==> src/rtl/byte_word_rx.sv <==
// ---------------------------------------------------------------------------
// byte_word_rx
//
// Receive-side byte-to-word packer. This is the sink-end companion to the
// registered 8-bit byte stage.
//
// Bytes arrive over a valid/ready/last handshake. They are packed
// little-endian into 32-bit words, each with per-byte keep flags and a
// frame-end marker. Completed words are buffered in a DEPTH-entry FIFO that
// feeds a 32-bit word consumer.
//
// Parameters
//   DEPTH    word FIFO entries (power of 2, >= 2)
//
// Ports
//   clk      clock, all state changes on the rising edge
//   rst_x    asynchronous active-low reset
//   i_valid  byte valid
//   i_data   byte payload
//   i_last   byte is the final byte of a frame
//   o_ready  byte accepted when i_valid && o_ready at the edge (registered)
//   o_valid  FIFO head word valid
//   o_data   head word, byte k in bits [8k+7:8k]
//   o_keep   head word byte-valid mask, bit k covers byte k
//   o_last   head word closes a frame
//   i_ready  word popped when o_valid && i_ready at the edge
//   o_count  words currently held in the FIFO (0..DEPTH)
// ---------------------------------------------------------------------------
module byte_word_rx #(
    parameter int DEPTH = 4
) (
    input  logic                       clk,
    input  logic                       rst_x,

    input  logic                       i_valid,
    input  logic [7:0]                 i_data,
    input  logic                       i_last,
    output logic                       o_ready,

    output logic                       o_valid,
    output logic [31:0]                o_data,
    output logic [3:0]                 o_keep,
    output logic                       o_last,
    input  logic                       i_ready,

    output logic [$clog2(DEPTH):0]     o_count
);

    localparam int PW = $clog2(DEPTH);
    localparam int CW = PW + 1;

    localparam logic [CW-1:0] COUNT_FULL = CW'(DEPTH);

    // -----------------------------------------------------------------------
    // Packer state
    // -----------------------------------------------------------------------
    logic [1:0]  lane;
    logic [31:0] acc_data;
    logic [3:0]  acc_keep;

    // -----------------------------------------------------------------------
    // FIFO state
    // -----------------------------------------------------------------------
    logic [31:0]   mem_data [DEPTH];
    logic [3:0]    mem_keep [DEPTH];
    logic          mem_last [DEPTH];
    logic [PW-1:0] wr_ptr;
    logic [PW-1:0] rd_ptr;
    logic [CW-1:0] count;
    logic          ready_q;

    // -----------------------------------------------------------------------
    // Handshake decode
    // -----------------------------------------------------------------------
    logic byte_accept;
    logic word_push;
    logic word_pop;

    assign byte_accept = i_valid && ready_q;

    // A word completes on the fourth lane or on the frame-end byte,
    // whichever comes first.
    assign word_push = byte_accept && ((lane == 2'd3) || i_last);

    // o_valid is derived from count, so a pop can never hit an empty FIFO.
    assign word_pop = o_valid && i_ready;

    // -----------------------------------------------------------------------
    // Word assembly: the accumulator with the incoming byte merged into its
    // lane. Lanes above the current one are still zero from the last clear,
    // which is what zero-fills a partial word.
    // -----------------------------------------------------------------------
    logic [31:0] word_data;
    logic [3:0]  word_keep;

    always_comb begin
        // NOTE: every signal gets a default at the top of the block, so no
        // path leaves it unassigned and no latch is inferred.
        word_data = acc_data;
        word_keep = acc_keep;
        word_data[8*lane +: 8] = i_data;
        word_keep[lane]        = 1'b1;
    end

    // -----------------------------------------------------------------------
    // Next count, used both for the count register and for registered ready.
    // Push is only possible while not full, so the count cannot exceed DEPTH.
    // -----------------------------------------------------------------------
    logic [CW-1:0] count_next;

    always_comb begin
        count_next = count;
        case ({word_push, word_pop})
            2'b10:   count_next = count + CW'(1);
            2'b01:   count_next = count - CW'(1);
            default: count_next = count;
        endcase
    end

    // -----------------------------------------------------------------------
    // Packer registers
    // -----------------------------------------------------------------------
    always_ff @(posedge clk or negedge rst_x) begin
        // NOTE: sequential state uses non-blocking assignments only, so every
        // register samples the values that were present before the edge.
        if (!rst_x) begin
            lane     <= 2'd0;
            acc_data <= 32'd0;
            acc_keep <= 4'd0;
        end else if (byte_accept) begin
            if (word_push) begin
                lane     <= 2'd0;
                acc_data <= 32'd0;
                acc_keep <= 4'd0;
            end else begin
                lane     <= lane + 2'd1;
                acc_data <= word_data;
                acc_keep <= word_keep;
            end
        end
    end

    // -----------------------------------------------------------------------
    // FIFO storage
    // -----------------------------------------------------------------------
    always_ff @(posedge clk or negedge rst_x) begin
        // NOTE: the storage array is reset too. The head entry drives o_data
        // directly, so clearing it keeps the outputs at zero during and after
        // reset and leaves no stale words visible.
        if (!rst_x) begin
            for (int i = 0; i < DEPTH; i++) begin
                mem_data[i] <= 32'd0;
                mem_keep[i] <= 4'd0;
                mem_last[i] <= 1'b0;
            end
        end else if (word_push) begin
            mem_data[wr_ptr] <= word_data;
            mem_keep[wr_ptr] <= word_keep;
            mem_last[wr_ptr] <= i_last;
        end
    end

    // -----------------------------------------------------------------------
    // Pointers, count and registered ready.
    // DEPTH is a power of two, so natural pointer overflow gives the
    // modulo-DEPTH wrap.
    // -----------------------------------------------------------------------
    always_ff @(posedge clk or negedge rst_x) begin
        if (!rst_x) begin
            wr_ptr  <= '0;
            rd_ptr  <= '0;
            count   <= '0;
            ready_q <= 1'b0;
        end else begin
            if (word_push) begin
                wr_ptr <= wr_ptr + PW'(1);
            end
            if (word_pop) begin
                rd_ptr <= rd_ptr + PW'(1);
            end
            count <= count_next;
            // Ready blocks every byte, including non-completing ones, while
            // the FIFO is full. That way a completing byte never finds the
            // FIFO without room, and the packer needs no stall path.
            ready_q <= (count_next != COUNT_FULL);
        end
    end

    // -----------------------------------------------------------------------
    // Outputs
    // -----------------------------------------------------------------------
    assign o_ready = ready_q;
    assign o_count = count;
    assign o_valid = (count != '0);
    assign o_data  = mem_data[rd_ptr];
    assign o_keep  = mem_keep[rd_ptr];
    assign o_last  = mem_last[rd_ptr];

endmodule

==> config.mk <==
export PLATFORM = sky130hd
export DESIGN_NAME = byte_word_rx
export DESIGN_NICKNAME = d
export VERILOG_FILES = /design/src/rtl/byte_word_rx.sv
export SDC_FILE = /design/constraint.sdc
export NUM_CORES = 1
export LEC_CHECK = 0
export ABC_AREA = 1
export CELL_PAD_IN_SITES_DETAIL_PLACEMENT = 1
export CELL_PAD_IN_SITES_GLOBAL_PLACEMENT = 1
export CORE_MARGIN = 4
export CORE_UTILIZATION = 45
export DETAILED_ROUTE_END_ITERATION = 6
export HOLD_SLACK_MARGIN = 0.15
export PLACE_DENSITY = 0.81
export SLEW_MARGIN = 10
export SYNTH_ARGS = -nofsm -noshare
export SYNTH_HDL_FRONTEND = slang
export SYNTH_SLANG_ARGS = --single-unit
==> constraint.sdc <==
create_clock -name clk -period 2.4 [get_ports clk]
set_input_delay 0.48 -clock clk [delete_from_list [all_inputs] [get_ports clk]]
set_output_delay 0.48 -clock clk [all_outputs]
set_load 0.05 [all_outputs]
==> impl_metrics.tcl, run 1 <==
set metrics [dict create \
    antenna_found_initial 0 \
    leakage_nw 5.96 \
    grt_pass1_wl_um 46200 \
    ys_ff_latch 194 \
    drt-initial-drc-count 489 \
    drive_gt1_share_pct 11.2 \
    syn-num-nets 1186 \
    fmax_ghz 0.422 \
    critPathKind "flip-flop to output pin" \
    routed_wl_um 27600 \
    cts_max_path_buffers 2 \
    drc 0 \
    crit_fanout 24 \
    synth-seq-area-share_pct 53.4 \
    netlist_instances 1159 \
    grt_use_met3_pct 3.39 \
    fin_setup_tns_ps 0 \
    synth_edf_count 0 \
    viasPerCell 5.39 \
    worstSetupStartpointType "flip-flop" \
    worstMarginPinSlew_ps 565 \
    period_needed_ps 2370 \
    maxCapViolCount 0 \
    cts_buffers 17 \
    path_cells "inv_1, buf_4, o21ai_0, o22ai_1, buf_12" \
    grt_pass1_vias 8675 \
    num_rows 51 \
    wire_per_inst_um 18.6 \
    globalRouteMet2Util_pct 44.9 \
    synth_commonest_cells "nand2_1, dfrtp_1, nor2_1" \
    yosysMostFrequentCell "nand2_1" \
    clock-sinks 194 \
    grt_max_degree 54 \
    finalSetupViolCount 0 \
    cp.required_ps 1920 \
    hold_path_class "flip-flop to flip-flop" \
    crit_buf_inv 3 \
    hold_viol 0 \
    path_clk_slew_ps 70 \
    yosys.area.top_type "dfrtp_1" \
    io_pins 55 \
    async_flop_share_pct 100 \
    cp.arrival_ps 1890 \
    die_h_um 150 \
    die_w_um 150 \
    grt-ovfl-total 0 \
    vias 8016 \
    vdd_drop_max_uv 701 \
    first_pass_iters 4 \
    crit_path_top_delay_cell "dfrtp_1" \
    track_usage_pct 26.2 \
    met1_usage_pct 35.1 \
    fin_cells 1488 \
    power_density_nw_per_um2 1400 \
    postCtsSetupBuffers 0 \
    dieArea_sq_um 22500 \
    ys_types 25 \
    dp.cells 1455 \
    cp-end-kind "output pin" \
    grt.busiest_layer "met2" \
    htree_levels 4 \
    syn_to_final_growth_pct 23.3 \
    clkLatencyLatePin_ps 440 \
    n_fill_cell 2386 \
    synthFlopType "dfrtp_1" \
    ant_nets 0 \
    avgSynthCellArea_sq_um 7.84 \
    finalMaxSlewViolations 0 \
    critical_path_cell_count 5 \
    dp_hpwl_um 18100 \
    synthTopCellsByArea "dfrtp_1, nand2_1, o21ai_0" \
    initial_utilization_pct 46.2 \
    root_buffer "clkbuf_16" \
    ys_warn_count 0 \
    skew_ps 11.6 \
    antenna-diode-count 0 \
    status "complete, no violations" \
    whs_path_depth 2 \
    post-route-period-util_pct 98.8 \
    synth_top_area_share_pct 53.4 \
    fin_nets 1237 \
    syn_area_sq_um 9080 \
    cp_top_family "buffers and inverters" \
    reg2regPathDepth 8 \
    io_buffer_count 54 \
    slowest_delay_ps 430 \
    cts_tree "yes" \
    globalplace.congestion 0.787 \
    slew_headroom_pct 62.2 \
    coreArea_sq_um 19700 \
]
per-stage QoR:
stage                     area (sq um)  worst slack (ps)  utilization (%)  power [mW]  hold slack [ps]
after global placement           10500               104             53.3        12.4              457
after CTS                        11100              3.52             56.4        15.5              480
after floorplan                   9090              43.2                -        8.95              184
after global routing             11200             -2.61             57.0        16.5              495
final                            11200              29.6             57.0        15.7              474
after detailed placement         10500              17.8             53.3        12.6              460
timing repair:
action / in CTS / in global routing
endpoints found under the setup margin: 12 / 30
hold buffers: 1 / 0
gates resized for setup: 2 / 22
hold endpoints to repair: 48 / 0
gates cloned: 0 / 0
flip-flops by register name, summed over array words and instances (netlist names):
name      cells
wr_ptr        2
lane          2
o_ready       1
mem_data    128
rd_ptr        2
acc_data     32
mem_keep     16
o_count       3
mem_last      4
acc_keep      4
layout by cell type, fill, tap and decap left out, types with 13 or more instances in the layout:
cell type and instances:
nand2_1 565, dfrtp_1 193, nor2_1 93, o21ai_0 92, buf_12 53, inv_1 35
nand3_1 33, o22ai_1 21, o22ai_2 17, clkbuf_16 17, buf_4 17, clkdlybuf4s50_1 15
ha_1 13
cells by family (layout without fill, tap and decap cells):
kind of cell    after synthesis  count (layout)  share of synthesized area, %
buf+inv                     100             164                          5.28
fa+ha+maj                    14              14                          2.01
simple gates                700             700                          30.0
compound gates              147             147                          8.84
flops                       194             194                          53.4
xor+xnor                      4               4                         0.386
cell type report:
class	instances	area [sq um]	share of cell area [%]
clock buffer	20	447	3.99
timing repair buffer	91	1420	12.6
inverter	41	155	1.39
sequential	194	4860	43.3
tap	265	332	2.96
multi-input combinational	865	3860	34.5
clock inverter	12	131	1.17
worst min-delay path, delay by kind of cell, from the launching register on:
kind | cells | cell delay (ps)
flip-flops | 1 | 340
AND/OR/NAND/NOR | 2 | 100
worst paths after layout:
path                            endpoint  slack (ps)    startpoint
min                         mem_data[92]         470  mem_data[92]
min reg2reg                 mem_data[92]         470  mem_data[92]
max reg2reg                 mem_data[60]         210       lane[0]
max                           o_data[15]          30     rd_ptr[1]
max in group asynchronous  mem_data[121]        1110         rst_x
min in group asynchronous     o_count[0]         560         rst_x
routing by layer:
metal / part of all wire, % / wire (um)
met2: 50 / 13700
met1: 46 / 12600
met5: 0 / 0
met4: 1.7 / 477
met3: 3.1 / 848
where the power goes:
part / leakage, nW / internal (mW) / switching, mW
combinational: 3.02 / 3.25 / 5.16
clock: 0.290 / 1.57 / 1.30
sequential: 2.65 / 3.96 / 0.441
total: 5.96 / 8.78 / 6.90
Power figures use the tool's default switching activity.
==> run 2, diff against run 1 <==
Settings changed: SETUP_SLACK_MARGIN from default to 0.05.
==> run 2 against run 1 <==
Net effect:
- die area did not move
- routed wire length rose by 2.9%
- sequential power barely moved
- power rose by 2.5%
- worst setup slack improved by 53 ps
- hold slack improved by 3.1 ps
- flip-flop and latch count did not move
- highest routed layer unchanged
==> impl_metrics.tcl, run 2 (same netlist as run 1, synthesis figures left out) <==
set metrics [dict create \
    status "complete, no violations" \
    hold_path_class "flip-flop to flip-flop" \
    coreArea_sq_um 19700 \
    rrSetupSlack_ps 190 \
    cp-end-kind "output pin" \
    root_buffer "clkbuf_16" \
    vias 8026 \
    fin_nets 1236 \
    worstMarginPinSlew_ps 578 \
    period_needed_ps 2320 \
    wire_per_inst_um 19.1 \
    worstHoldStart "mem_data[91]" \
    multi_input_area_sq_um 3840 \
    final_common_cell "nand2_1" \
    antenna-diode-count 0 \
    leakage_nw 5.99 \
    cts_buffers 17 \
    syn_to_final_growth_pct 24.3 \
    die_w_um 150 \
    drc 0 \
    dp_hpwl_um 18000 \
    grt_pass1_wl_um 46900 \
    final_util_pct 57.5 \
    io_pins 55 \
    worstSetupStartpoint "rd_ptr[1]" \
    vdd_drop_max_uv 920 \
    die_h_um 150 \
    power_mw 16.1 \
    power_density_nw_per_um2 1420 \
    post-route-period-util_pct 96.5 \
    regMostFlops "mem_data" \
    fmax_ghz 0.432 \
    cp.required_ps 1920 \
    initial_utilization_pct 46.2 \
    finalSetupViolCount 0 \
    viasPerCell 5.40 \
    crit_fanout 37 \
    largest_reg_flops 128 \
    final_cell_area_sq_um 11300 \
    slew_headroom_pct 61.4 \
    globalplace.congestion 0.794 \
    routed_wl_um 28400 \
    maxCapViolCount 0 \
    cts_max_path_buffers 2 \
    final_cell_mix "nand2_1, dfrtp_1, nor2_1" \
    clock-sinks 194 \
    antenna_found_initial 0 \
    whs_path_depth 2 \
    endpoint "o_data[23]" \
    reg_top3 "mem_data (128), acc_data (32), mem_keep (16)" \
    r2r_end "o_ready" \
    place_area_sq_um 10500 \
    grt_max_degree 59 \
    path_clk_slew_ps 70 \
    first_pass_iters 5 \
    cts_tree "yes" \
    grt_pass1_vias 8783 \
    n_fill_cell 2350 \
    drive_gt1_share_pct 11.0 \
    io_buffer_count 54 \
    ant_nets 0 \
    pre_cts_ws_ps -97.6 \
    grt-ovfl-total 0 \
    r2r_start "lane[1]" \
    drt-initial-drc-count 440 \
    track_usage_pct 26.6 \
    rsz0062_at_grt "yes" \
    reg2regPathDepth 13 \
    cp.arrival_ps 1840 \
    skew_ps 12.7 \
    num_rows 51 \
    hold_viol 0 \
    clkLatencyLatePin_ps 440 \
    htree_levels 4 \
    dieArea_sq_um 22500 \
    worstSetupStartpointType "flip-flop" \
    worst_slack_ps 83.0 \
    critPathKind "flip-flop to output pin" \
    seqCellArea_sq_um 4860 \
    finalMaxSlewViolations 0 \
]
[run 2: cell types whose count changed in the layout (fill, tap and decap cells not counted), moves of 2 or more]
cell	delta
buf_12	+5
inv_6	+4
bufinv_16	+3
clkinv_4	-2
buf_8	-2
o22ai_2	-4
buf_4	-5
clkinv_2	-2
clkbuf_1	-2
o22ai_1	+4
[run 2: final cells by class]
| type | count | share of cell area [%] |
|---|---|---|
| Clock buffer | 17 | 3.77 |
| Clock inverter | 15 | 1.99 |
| Inverter | 41 | 1.37 |
| Multi-Input combinational cell | 865 | 34.0 |
| Sequential cell | 194 | 43.0 |
| Tap cell | 265 | 2.94 |
| Timing Repair Buffer | 90 | 12.9 |
[run 2: where the power goes]
group | internal [mW] | switching, mW | leakage (nW) | total, mW
sequential | 3.96 | 0.450 | 2.65 | 4.41
clock | 1.87 | 1.32 | 0.319 | 3.19
combinational | 3.27 | 5.21 | 3.02 | 8.48
[run 2: timing repair]
| item | in CTS | in global routing |
|---|---|---|
| hold endpoints to repair | 50 | 0 |
| buffers inserted | 0 | 0 |
| setup endpoints to repair | 4 | 16 |
| hold buffers | 1 | 0 |
| gates resized for setup | 2 | 15 |
[run 2: how the worst min path moves through the flow]
stage	end	slack (ps)
2_1_floorplan	acc_data[0]	180
5_1_grt	mem_data[46]	500
6_report	mem_data[91]	480
3_5_place_dp	mem_data[76]	460
3_3_place_gp	mem_data[91]	460
4_1_cts	mem_data[72]	480
[run 2: through the flow]
stage	cells	setup TNS (ps)	hold WS (ps)
floorplan	1159	0	184
global placement	1454	0	456
detailed placement	1454	-98.3	461
CTS	1487	0	482
global route	1487	0	501
finish	1487	0	477
[run 2: per-layer routing]
metal	wire [um]	up-vias	GRT usage (%)	part of all wire [%]
met2	14400	144	46.1	51
met4	477	0	7.96	1.7
met1	12700	4094	35.2	45
met3	888	38	3.27	3.1
met5	0	-	0	0
li1	-	3750	-	-
[run 2: worst max-delay path, stage by stage (launching register included)]
cell     delay (ps)
dfrtp_1         420
inv_1           120
buf_12          220
o21ai_0         210
o22ai_2         240
buf_12          180
